<file path="config.mk">
export PLATFORM = sky130hd
export DESIGN_NAME = rvx_timer_scheduler
export DESIGN_NICKNAME = d
export VERILOG_FILES = /design/src/rtl/rvx_timer_scheduler_pkg.sv /design/src/rtl/rvx_timer_slot_bank.sv /design/src/rtl/rvx_timer_scheduler.sv
export SDC_FILE = /design/constraint.sdc
export NUM_CORES = 1
export LEC_CHECK = 0
export ABC_AREA = 1
export BUFFER_PORTS_ARGS = -buffer_cell sky130_fd_sc_hd__buf_2
export CORE_MARGIN = 8
export CORE_UTILIZATION = 47
export DETAILED_ROUTE_END_ITERATION = 7
export PLACE_DENSITY = 0.72
export SYNTH_ARGS = -nofsm -noshare
export SYNTH_HDL_FRONTEND = slang
export SYNTH_SLANG_ARGS = --single-unit
</file>
<file path="constraint.sdc">
create_clock -name clock -period 7.6 [get_ports clock]
set_input_delay 0.76 -clock clock [delete_from_list [all_inputs] [get_ports clock]]
set_output_delay 0.76 -clock clock [all_outputs]
set_load 0.02 [all_outputs]
</file>
<file path="src/rtl/rvx_timer_scheduler_pkg.sv">
// Shared definitions for the RVX timer scheduler: command opcodes, FSM
// states, time widths and the wrap-safe deadline comparison.
package rvx_timer_scheduler_pkg;

  localparam int TIME_W   = 64;
  localparam int PERIOD_W = 32;

  typedef enum logic [1:0] {
    OP_ARM    = 2'd0,
    OP_CANCEL = 2'd1,
    OP_ACK    = 2'd2,
    OP_NOP    = 2'd3
  } cmd_op_e;

  typedef enum logic {
    ST_INIT = 1'b0,
    ST_RUN  = 1'b1
  } fsm_state_e;

  // A deadline is reached when (now - deadline) is non-negative as a signed
  // 64-bit value; this stays correct across wrap of the timer count.
  function automatic logic deadline_reached(input logic [TIME_W-1:0] now,
                                            input logic [TIME_W-1:0] deadline);
    logic signed [TIME_W-1:0] diff;
    diff = signed'(now - deadline);
    return ~diff[TIME_W-1];
  endfunction

endpackage

</file>
<file path="src/rtl/rvx_timer_slot_bank.sv">
// Deadline slot storage: NUM_SLOTS x {enabled, deadline, period}.
// One command write port (ARM/CANCEL), one scanner read/update port and an
// INIT clear port. A command to the slot under scan suppresses the scanner
// update for that slot and reports it through o_scan_blocked.
module rvx_timer_slot_bank
  import rvx_timer_scheduler_pkg::*;
#(
  parameter int NUM_SLOTS = 4,
  parameter int SLOT_W    = 2
) (
  input  logic                clock,
  input  logic                reset_n,
  input  logic                i_clr_en,
  input  logic [SLOT_W-1:0]   i_clr_slot,
  input  logic                i_wr_en,
  input  logic                i_wr_arm,
  input  logic [SLOT_W-1:0]   i_wr_slot,
  input  logic [TIME_W-1:0]   i_wr_deadline,
  input  logic [PERIOD_W-1:0] i_wr_period,
  input  logic [SLOT_W-1:0]   i_scan_slot,
  input  logic                i_scan_expire,
  output logic                o_scan_enabled,
  output logic [TIME_W-1:0]   o_scan_deadline,
  output logic                o_scan_blocked
);

  logic                r_enabled  [NUM_SLOTS];
  logic [TIME_W-1:0]   r_deadline [NUM_SLOTS];
  logic [PERIOD_W-1:0] r_period   [NUM_SLOTS];

  logic w_blocked;

  assign w_blocked       = i_wr_en && (i_wr_slot == i_scan_slot);
  assign o_scan_blocked  = w_blocked;
  assign o_scan_enabled  = r_enabled[i_scan_slot];
  assign o_scan_deadline = r_deadline[i_scan_slot];

  // Slot state update: INIT clear, then scanner re-arm/disable, then command write (command wins).
  always_ff @(posedge clock or negedge reset_n) begin
    if (!reset_n) begin
      for (int i = 0; i < NUM_SLOTS; i++) begin
        r_enabled[i]  <= 1'b0;
        r_deadline[i] <= '0;
        r_period[i]   <= '0;
      end
    end else if (i_clr_en) begin
      r_enabled[i_clr_slot]  <= 1'b0;
      r_deadline[i_clr_slot] <= '0;
      r_period[i_clr_slot]   <= '0;
    end else begin
      if (i_scan_expire && !w_blocked) begin
        if (r_period[i_scan_slot] != '0)
          r_deadline[i_scan_slot] <= r_deadline[i_scan_slot] + TIME_W'(r_period[i_scan_slot]);
        else
          r_enabled[i_scan_slot] <= 1'b0;
      end
      if (i_wr_en) begin
        r_enabled[i_wr_slot] <= i_wr_arm;
        if (i_wr_arm) begin
          r_deadline[i_wr_slot] <= i_wr_deadline;
          r_period[i_wr_slot]   <= i_wr_period;
        end
      end
    end
  end

endmodule

</file>
<file path="src/rtl/rvx_timer_scheduler.sv">
// RVX timer scheduler: multiplexes NUM_SLOTS software deadlines onto mtime.
// A round-robin scanner tests one slot per cycle; expiries latch into
// pending (with sticky overrun), and irq replaces the mtimecmp interrupt.
module rvx_timer_scheduler
  import rvx_timer_scheduler_pkg::*;
#(
  parameter int NUM_SLOTS = 4,
  parameter int SLOT_W    = 2
) (
  input  logic                 clock,
  input  logic                 reset_n,
  input  logic [TIME_W-1:0]    mtime,
  input  logic                 cmd_valid,
  output logic                 cmd_ready,
  input  logic [1:0]           cmd_op,
  input  logic [SLOT_W-1:0]    cmd_slot,
  input  logic [TIME_W-1:0]    cmd_deadline,
  input  logic [PERIOD_W-1:0]  cmd_period,
  input  logic [NUM_SLOTS-1:0] cmd_mask,
  input  logic [NUM_SLOTS-1:0] irq_enable,
  output logic [NUM_SLOTS-1:0] pending,
  output logic [NUM_SLOTS-1:0] overrun,
  output logic                 irq
);

  fsm_state_e           r_state;
  logic [SLOT_W-1:0]    r_init_idx;
  logic [SLOT_W-1:0]    r_ptr;
  logic                 r_cmd_ready;
  logic [NUM_SLOTS-1:0] r_pending;
  logic [NUM_SLOTS-1:0] r_overrun;

  cmd_op_e              w_op;
  logic                 w_accept;
  logic                 w_wr_en;
  logic                 w_ack;
  logic                 w_run;
  logic                 w_scan_enabled;
  logic [TIME_W-1:0]    w_scan_deadline;
  logic                 w_scan_blocked;
  logic                 w_expire;
  logic [NUM_SLOTS-1:0] w_set;
  logic [NUM_SLOTS-1:0] w_clr;

  assign w_op     = cmd_op_e'(cmd_op);
  assign w_accept = cmd_valid && r_cmd_ready;
  assign w_wr_en  = w_accept && ((w_op == OP_ARM) || (w_op == OP_CANCEL));
  assign w_ack    = w_accept && (w_op == OP_ACK);
  assign w_run    = (r_state == ST_RUN);
  assign w_expire = w_run && w_scan_enabled && !w_scan_blocked
                    && deadline_reached(mtime, w_scan_deadline);
  assign w_clr    = w_ack ? cmd_mask : '0;

  rvx_timer_slot_bank #(
    .NUM_SLOTS (NUM_SLOTS),
    .SLOT_W    (SLOT_W)
  ) u_bank (
    .clock           (clock),
    .reset_n         (reset_n),
    .i_clr_en        (!w_run),
    .i_clr_slot      (r_init_idx),
    .i_wr_en         (w_wr_en),
    .i_wr_arm        (w_op == OP_ARM),
    .i_wr_slot       (cmd_slot),
    .i_wr_deadline   (cmd_deadline),
    .i_wr_period     (cmd_period),
    .i_scan_slot     (r_ptr),
    .i_scan_expire   (w_expire),
    .o_scan_enabled  (w_scan_enabled),
    .o_scan_deadline (w_scan_deadline),
    .o_scan_blocked  (w_scan_blocked)
  );

  // One-hot set vector for the slot currently under scan.
  always_comb begin
    w_set = '0;
    if (w_expire) w_set[r_ptr] = 1'b1;
  end

  // INIT/RUN FSM: INIT walks every slot once, RUN advances the scan pointer each cycle.
  always_ff @(posedge clock or negedge reset_n) begin
    if (!reset_n) begin
      r_state     <= ST_INIT;
      r_init_idx  <= '0;
      r_ptr       <= '0;
      r_cmd_ready <= 1'b0;
    end else if (r_state == ST_INIT) begin
      if (r_init_idx == SLOT_W'(NUM_SLOTS - 1)) begin
        r_state     <= ST_RUN;
        r_cmd_ready <= 1'b1;
      end else begin
        r_init_idx <= r_init_idx + 1'b1;
      end
    end else begin
      r_ptr <= r_ptr + 1'b1;
    end
  end

  // Pending/overrun: an expiry beats a same-cycle ACK, but that expiry does not count as an overrun.
  always_ff @(posedge clock or negedge reset_n) begin
    if (!reset_n) begin
      r_pending <= '0;
      r_overrun <= '0;
    end else begin
      r_pending <= w_set | (r_pending & ~w_clr);
      r_overrun <= (r_overrun & ~w_clr) | (w_set & r_pending & ~w_clr);
    end
  end

  assign cmd_ready = r_cmd_ready;
  assign pending   = r_pending;
  assign overrun   = r_overrun;
  assign irq       = |(r_pending & irq_enable);

endmodule
</file>
==> run_summary.xml <==
<?xml version="1.0" encoding="UTF-8"?>
<metrics>
  <group name="floorplanning">
    <metric name="top_level_port_count" unit="">185</metric>
    <metric name="floorplan.initialDensity" unit="%">47.28</metric>
    <metric name="design.die.area" unit="sq um">68490</metric>
    <metric name="core_outline_area" unit="sq um">60020</metric>
    <metric name="placementRows" unit="">90</metric>
    <metric name="die_h" unit="um">261.7</metric>
    <metric name="chipWidth" unit="um">261.7</metric>
  </group>
  <group name="timing">
    <metric name="timing_max_transition_violations_final" unit="">0</metric>
    <metric name="worst_pin_slew" unit="ns">1.262</metric>
    <metric name="slew-limit-headroom" unit="%">15.80</metric>
    <metric name="timing.final.crit_share" unit="%">75.73</metric>
    <metric name="totalNegativeSetupSlack" unit="ns">0</metric>
    <metric name="max_freq" unit="GHz">0.1737</metric>
    <metric name="worst_clock_skew" unit="ns">0.04185</metric>
    <metric name="grt_setup_unrepaired" unit="">false</metric>
    <metric name="setup_viol" unit="">0</metric>
    <metric name="fin_worst_hold_slack" unit="ns">0.1917</metric>
    <metric name="hold_viol" unit="">0</metric>
    <metric name="postLayoutSetupSlackWorst" unit="ns">1.844</metric>
    <metric name="final.min_clock_period" unit="ns">5.756</metric>
  </group>
  <group name="worst_setup_path">
    <metric name="worstSetupStartpoint" unit="">r_ptr[1]</metric>
    <metric name="worstSetupEndpoint" unit="">u_bank.r_deadline[30]</metric>
    <metric name="worst_setup_start_kind" unit="">flop</metric>
    <metric name="crit_path_frequent_cell" unit="">nand2_1</metric>
    <metric name="startpoint_of_the_lowest_slack_register_to_register_path" unit="">r_ptr[1]</metric>
    <metric name="crit_chain" unit="">inv_4 -&gt; buf_4 -&gt; a21oi_1 -&gt; a32oi_1 -&gt; inv_1 -&gt; ha_1 -&gt; nand2_1 -&gt; nor2_1 -&gt; a211oi_1 -&gt; nand2_1 -&gt; nand2_1 -&gt; nand2_1 -&gt; nand2_1 -&gt; nand2_1 -&gt; nand2_1 -&gt; nand3_1 -&gt; nand2_2 -&gt; nand2_1 -&gt; inv_4 -&gt; buf_4 -&gt; nand3_1 -&gt; nand3_1 -&gt; nand2_1</metric>
    <metric name="rr_worst_depth" unit="">23</metric>
    <metric name="cp-end-kind" unit="">flop</metric>
    <metric name="setup.reg_to_reg.worst_slack" unit="ns">1.84</metric>
    <metric name="worstPathRequired" unit="ns">8.09</metric>
    <metric name="max_stage_delay_on_crit_path" unit="ns">0.86</metric>
    <metric name="critical_path_class" unit="">reg -&gt; reg</metric>
    <metric name="reg2reg_to" unit="">u_bank.r_deadline[30]</metric>
    <metric name="data_arrival_critical_path" unit="ns">6.25</metric>
    <metric name="timing.critical_path.slowest_stage_cell" unit="">inv_4</metric>
    <metric name="worstPathMaxFanout" unit="">85</metric>
  </group>
  <group name="routing">
    <metric name="route.antenna.remaining_nets" unit="">0</metric>
    <metric name="via_count" unit="">30410</metric>
    <metric name="route.detailed.wl_per_inst" unit="um">21.44</metric>
    <metric name="met2WireLength" unit="um">48360</metric>
    <metric name="detail_route.drc_violations" unit="">0</metric>
    <metric name="top_layer" unit="">met4</metric>
    <metric name="wl_met3" unit="um">11680</metric>
    <metric name="drt_pre_antenna_iters" unit="">6</metric>
    <metric name="vias_cell" unit="">6.054</metric>
    <metric name="detailedRoute.firstIterationViolations" unit="">3884</metric>
    <metric name="route.final.wire_length" unit="um">107700</metric>
    <metric name="wl_met1" unit="um">41460</metric>
  </group>
  <group name="clock_network">
    <metric name="clock-sinks" unit="">402</metric>
    <metric name="clk_root_buffer_cell" unit="">clkbuf_16</metric>
    <metric name="clkSlewWorstSetupHoldPaths" unit="ns">0.06</metric>
    <metric name="tritoncts.num_buffers" unit="">45</metric>
    <metric name="htree_levels" unit="">2</metric>
    <metric name="max-clock-path-buffers" unit="">3</metric>
    <metric name="clk_latency" unit="ns">0.62</metric>
    <metric name="post-cts-setup-buffer-count" unit="">0</metric>
    <metric name="tritoncts" unit="">built</metric>
    <metric name="number_of_gates_resized_after_cts" unit="">0</metric>
    <metric name="post_cts_hold_buffer_count" unit="">0</metric>
  </group>
  <group name="pwr">
    <metric name="power_after_layout" unit="mW">10.76</metric>
    <metric name="power-per-cell-area" unit="nW/um^2">343.0</metric>
    <metric name="vdd_ir_drop_max" unit="mV">0.2136</metric>
    <metric name="total_leakage_power" unit="nW">15.89</metric>
  </group>
  <group name="placement">
    <metric name="detailedPlacementHpwl" unit="um">65550</metric>
    <metric name="worst_setup_slack_post_dpl" unit="ns">2.044</metric>
    <metric name="buffers_added_on_ports" unit="">184</metric>
    <metric name="place_congestion" unit="">0.9915</metric>
  </group>
  <group name="synth">
    <metric name="synthFlopType" unit="">dfrtp_1</metric>
    <metric name="synth-seq-area-share" unit="%">35.45</metric>
    <metric name="synth.cell_area" unit="sq um">28370</metric>
    <metric name="synthesis.yosys.warnings" unit="">0</metric>
    <metric name="synthesis.area_per_instance" unit="sq um">6.759</metric>
    <metric name="synth-async-reset-ratio" unit="%">100.0</metric>
    <metric name="syn-instance-count" unit="">4198</metric>
    <metric name="synth_enable_flop_cells" unit="">0</metric>
    <metric name="synthDistinctLibCells" unit="">41</metric>
    <metric name="ys_seq_elements" unit="">402</metric>
    <metric name="mappedNetlistNets" unit="">4476</metric>
  </group>
  <group name="flow_run">
    <metric name="drv_cap" unit="">0</metric>
  </group>
  <group name="global_routing">
    <metric name="grt.overflow.total" unit="">0</metric>
    <metric name="first_global_vias" unit="">28630</metric>
    <metric name="grt_first_pass_wirelength" unit="um">165900</metric>
    <metric name="grt_max_degree" unit="">174</metric>
    <metric name="antenna_found_initial" unit="">5</metric>
    <metric name="grt_usage" unit="%">30.71</metric>
  </group>
  <group name="finish">
    <metric name="final_layout_size_suffix_gt1_share" unit="%">8.076</metric>
    <metric name="fillers" unit="">5942</metric>
    <metric name="area.growth.synth_to_final" unit="%">10.58</metric>
    <metric name="utilization_after_layout" unit="%">52.28</metric>
    <metric name="most-common-layout-cells" unit="">1126 x nand2_1, 543 x inv_1, 455 x o21ai_0</metric>
    <metric name="design.final.nets" unit="">4478</metric>
    <metric name="layout_commonest_cell" unit="">nand2_1</metric>
  </group>
  <group name="min_path">
    <metric name="timing.hold.worst.class" unit="">in -&gt; async</metric>
  </group>
  <group name="outcome">
    <metric name="outcome" unit="">complete, no violations</metric>
  </group>
</metrics>
==> report_power, final <==
part           internal [mW]  switching, mW  leakage (nW)
clock network           1.47          0.994         0.813
registers               2.99          0.600          4.85
logic                   1.52           3.19          10.2
total                   5.98           4.79          15.9
==> Yosys cell counts, types with 3 or more instances <==
| cell type | n | area share, % |
|---|---|---|
| buf_2 | 57 | 1.0 |
| clkbuf_1 | 177 | 2.3 |
| nand3_1 | 423 | 7.5 |
| buf_6 | 6 | 0.24 |
| o211ai_1 | 3 | 0.079 |
| or2_2 | 5 | 0.11 |
| a32oi_1 | 36 | 1.1 |
| o21ai_1 | 12 | 0.21 |
| xnor2_1 | 7 | 0.22 |
| ha_1 | 102 | 4.5 |
| buf_1 | 29 | 0.38 |
| nand4_1 | 96 | 2.1 |
| nor2_1 | 196 | 2.6 |
| a22oi_1 | 181 | 4.8 |
| nor3_1 | 22 | 0.39 |
| xor2_1 | 44 | 1.4 |
| buf_4 | 5 | 0.13 |
| a21o_1 | 7 | 0.19 |
| dfrtp_1 | 402 | 35 |
| inv_1 | 544 | 7.2 |
| and2_1 | 3 | 0.066 |
| o21ai_0 | 455 | 8.0 |
| nand3b_1 | 6 | 0.16 |
| a21oi_1 | 179 | 3.2 |
| a31oi_1 | 14 | 0.31 |
| o21bai_1 | 7 | 0.19 |
| o22ai_1 | 32 | 0.71 |
| nand2_1 | 1127 | 15 |
==> sequential cells by signal, summed over array words and instances (netlist names) <==
| register | count |
|---|---|
| r_ptr | 2 |
| u_bank.r_period | 128 |
| u_bank.r_enabled | 4 |
| u_bank.r_deadline | 256 |
| overrun | 4 |
| pending | 4 |
| r_init_idx | 2 |
| r_state | 1 |
| cmd_ready | 1 |
==> worst max-delay path, delay by kind of cell, from the launching register on <==
kind	cells	cell delay (ns)
buffers and inverters	5	2.38
adders and majority gates	1	0.30
and+or+nand+nor	14	1.53
DFF	1	0.67
AOI/OAI and AO/OA	3	0.63
==> routing by layer <==
| metal | up-vias | global-route usage (%) |
|---|---|---|
| li1 | 13900 | - |
| met1 | 14200 | 39.98 |
| met3 | 356 | 4.665 |
| met4 | 0 | 16.71 |
| met5 | - | 0 |
| met2 | 1946 | 48.91 |
==> cells by family (layout without fill, tap and decap cells) <==
family / after synthesis / after routing / share of synthesized area (%)
adders and majority gates: 103 / 103 / 4.568
other: 0 / 6 / 0
buffers and inverters: 821 / 858 / 11.34
AOI/OAI and AO/OA: 936 / 936 / 19.11
DFF: 402 / 402 / 35.45
and+or+nand+nor: 1885 / 1885 / 27.96
xor gates and xnor gates: 51 / 51 / 1.574
==> per-stage QoR <==
stage / std cells / cell area, sq um
after floorplan: 4198 / 28370
after global placement: 4935 / 29710
after detailed placement: 4935 / 29710
after CTS: 5017 / 31360
after global routing: 5022 / 31380
final: 5023 / 31380
==> worst min-delay path by stage <==
| stage | startpoint | end | slack [ns] | cells past startpoint |
|---|---|---|---|---|
| floorplan | reset_n | cmd_ready | 0.46 | 0 |
| global placement | u_bank.r_enabled[0] | u_bank.r_enabled[0] | 0.48 | 2 |
| detailed placement | u_bank.r_deadline[150] | u_bank.r_deadline[150] | 0.49 | 2 |
| CTS | reset_n | u_bank.r_period[109] | 0.21 | 1 |
| global route | reset_n | u_bank.r_period[45] | 0.25 | 1 |
| finish | reset_n | u_bank.r_period[13] | 0.19 | 1 |
==> cell type report <==
class	count	area [sq um]	area share (%)
clock buffers	60	1282	4.087
multi-input cells	2975	15270	48.68
repair buffers	229	1331	4.243
well taps	782	978.4	3.118
clock inverters	22	367.9	1.172
diodes	6	15.01	0.04785
inverters	547	2061	6.568
flip-flops and latches	402	10070	32.09
Power figures use the tool's default switching activity.
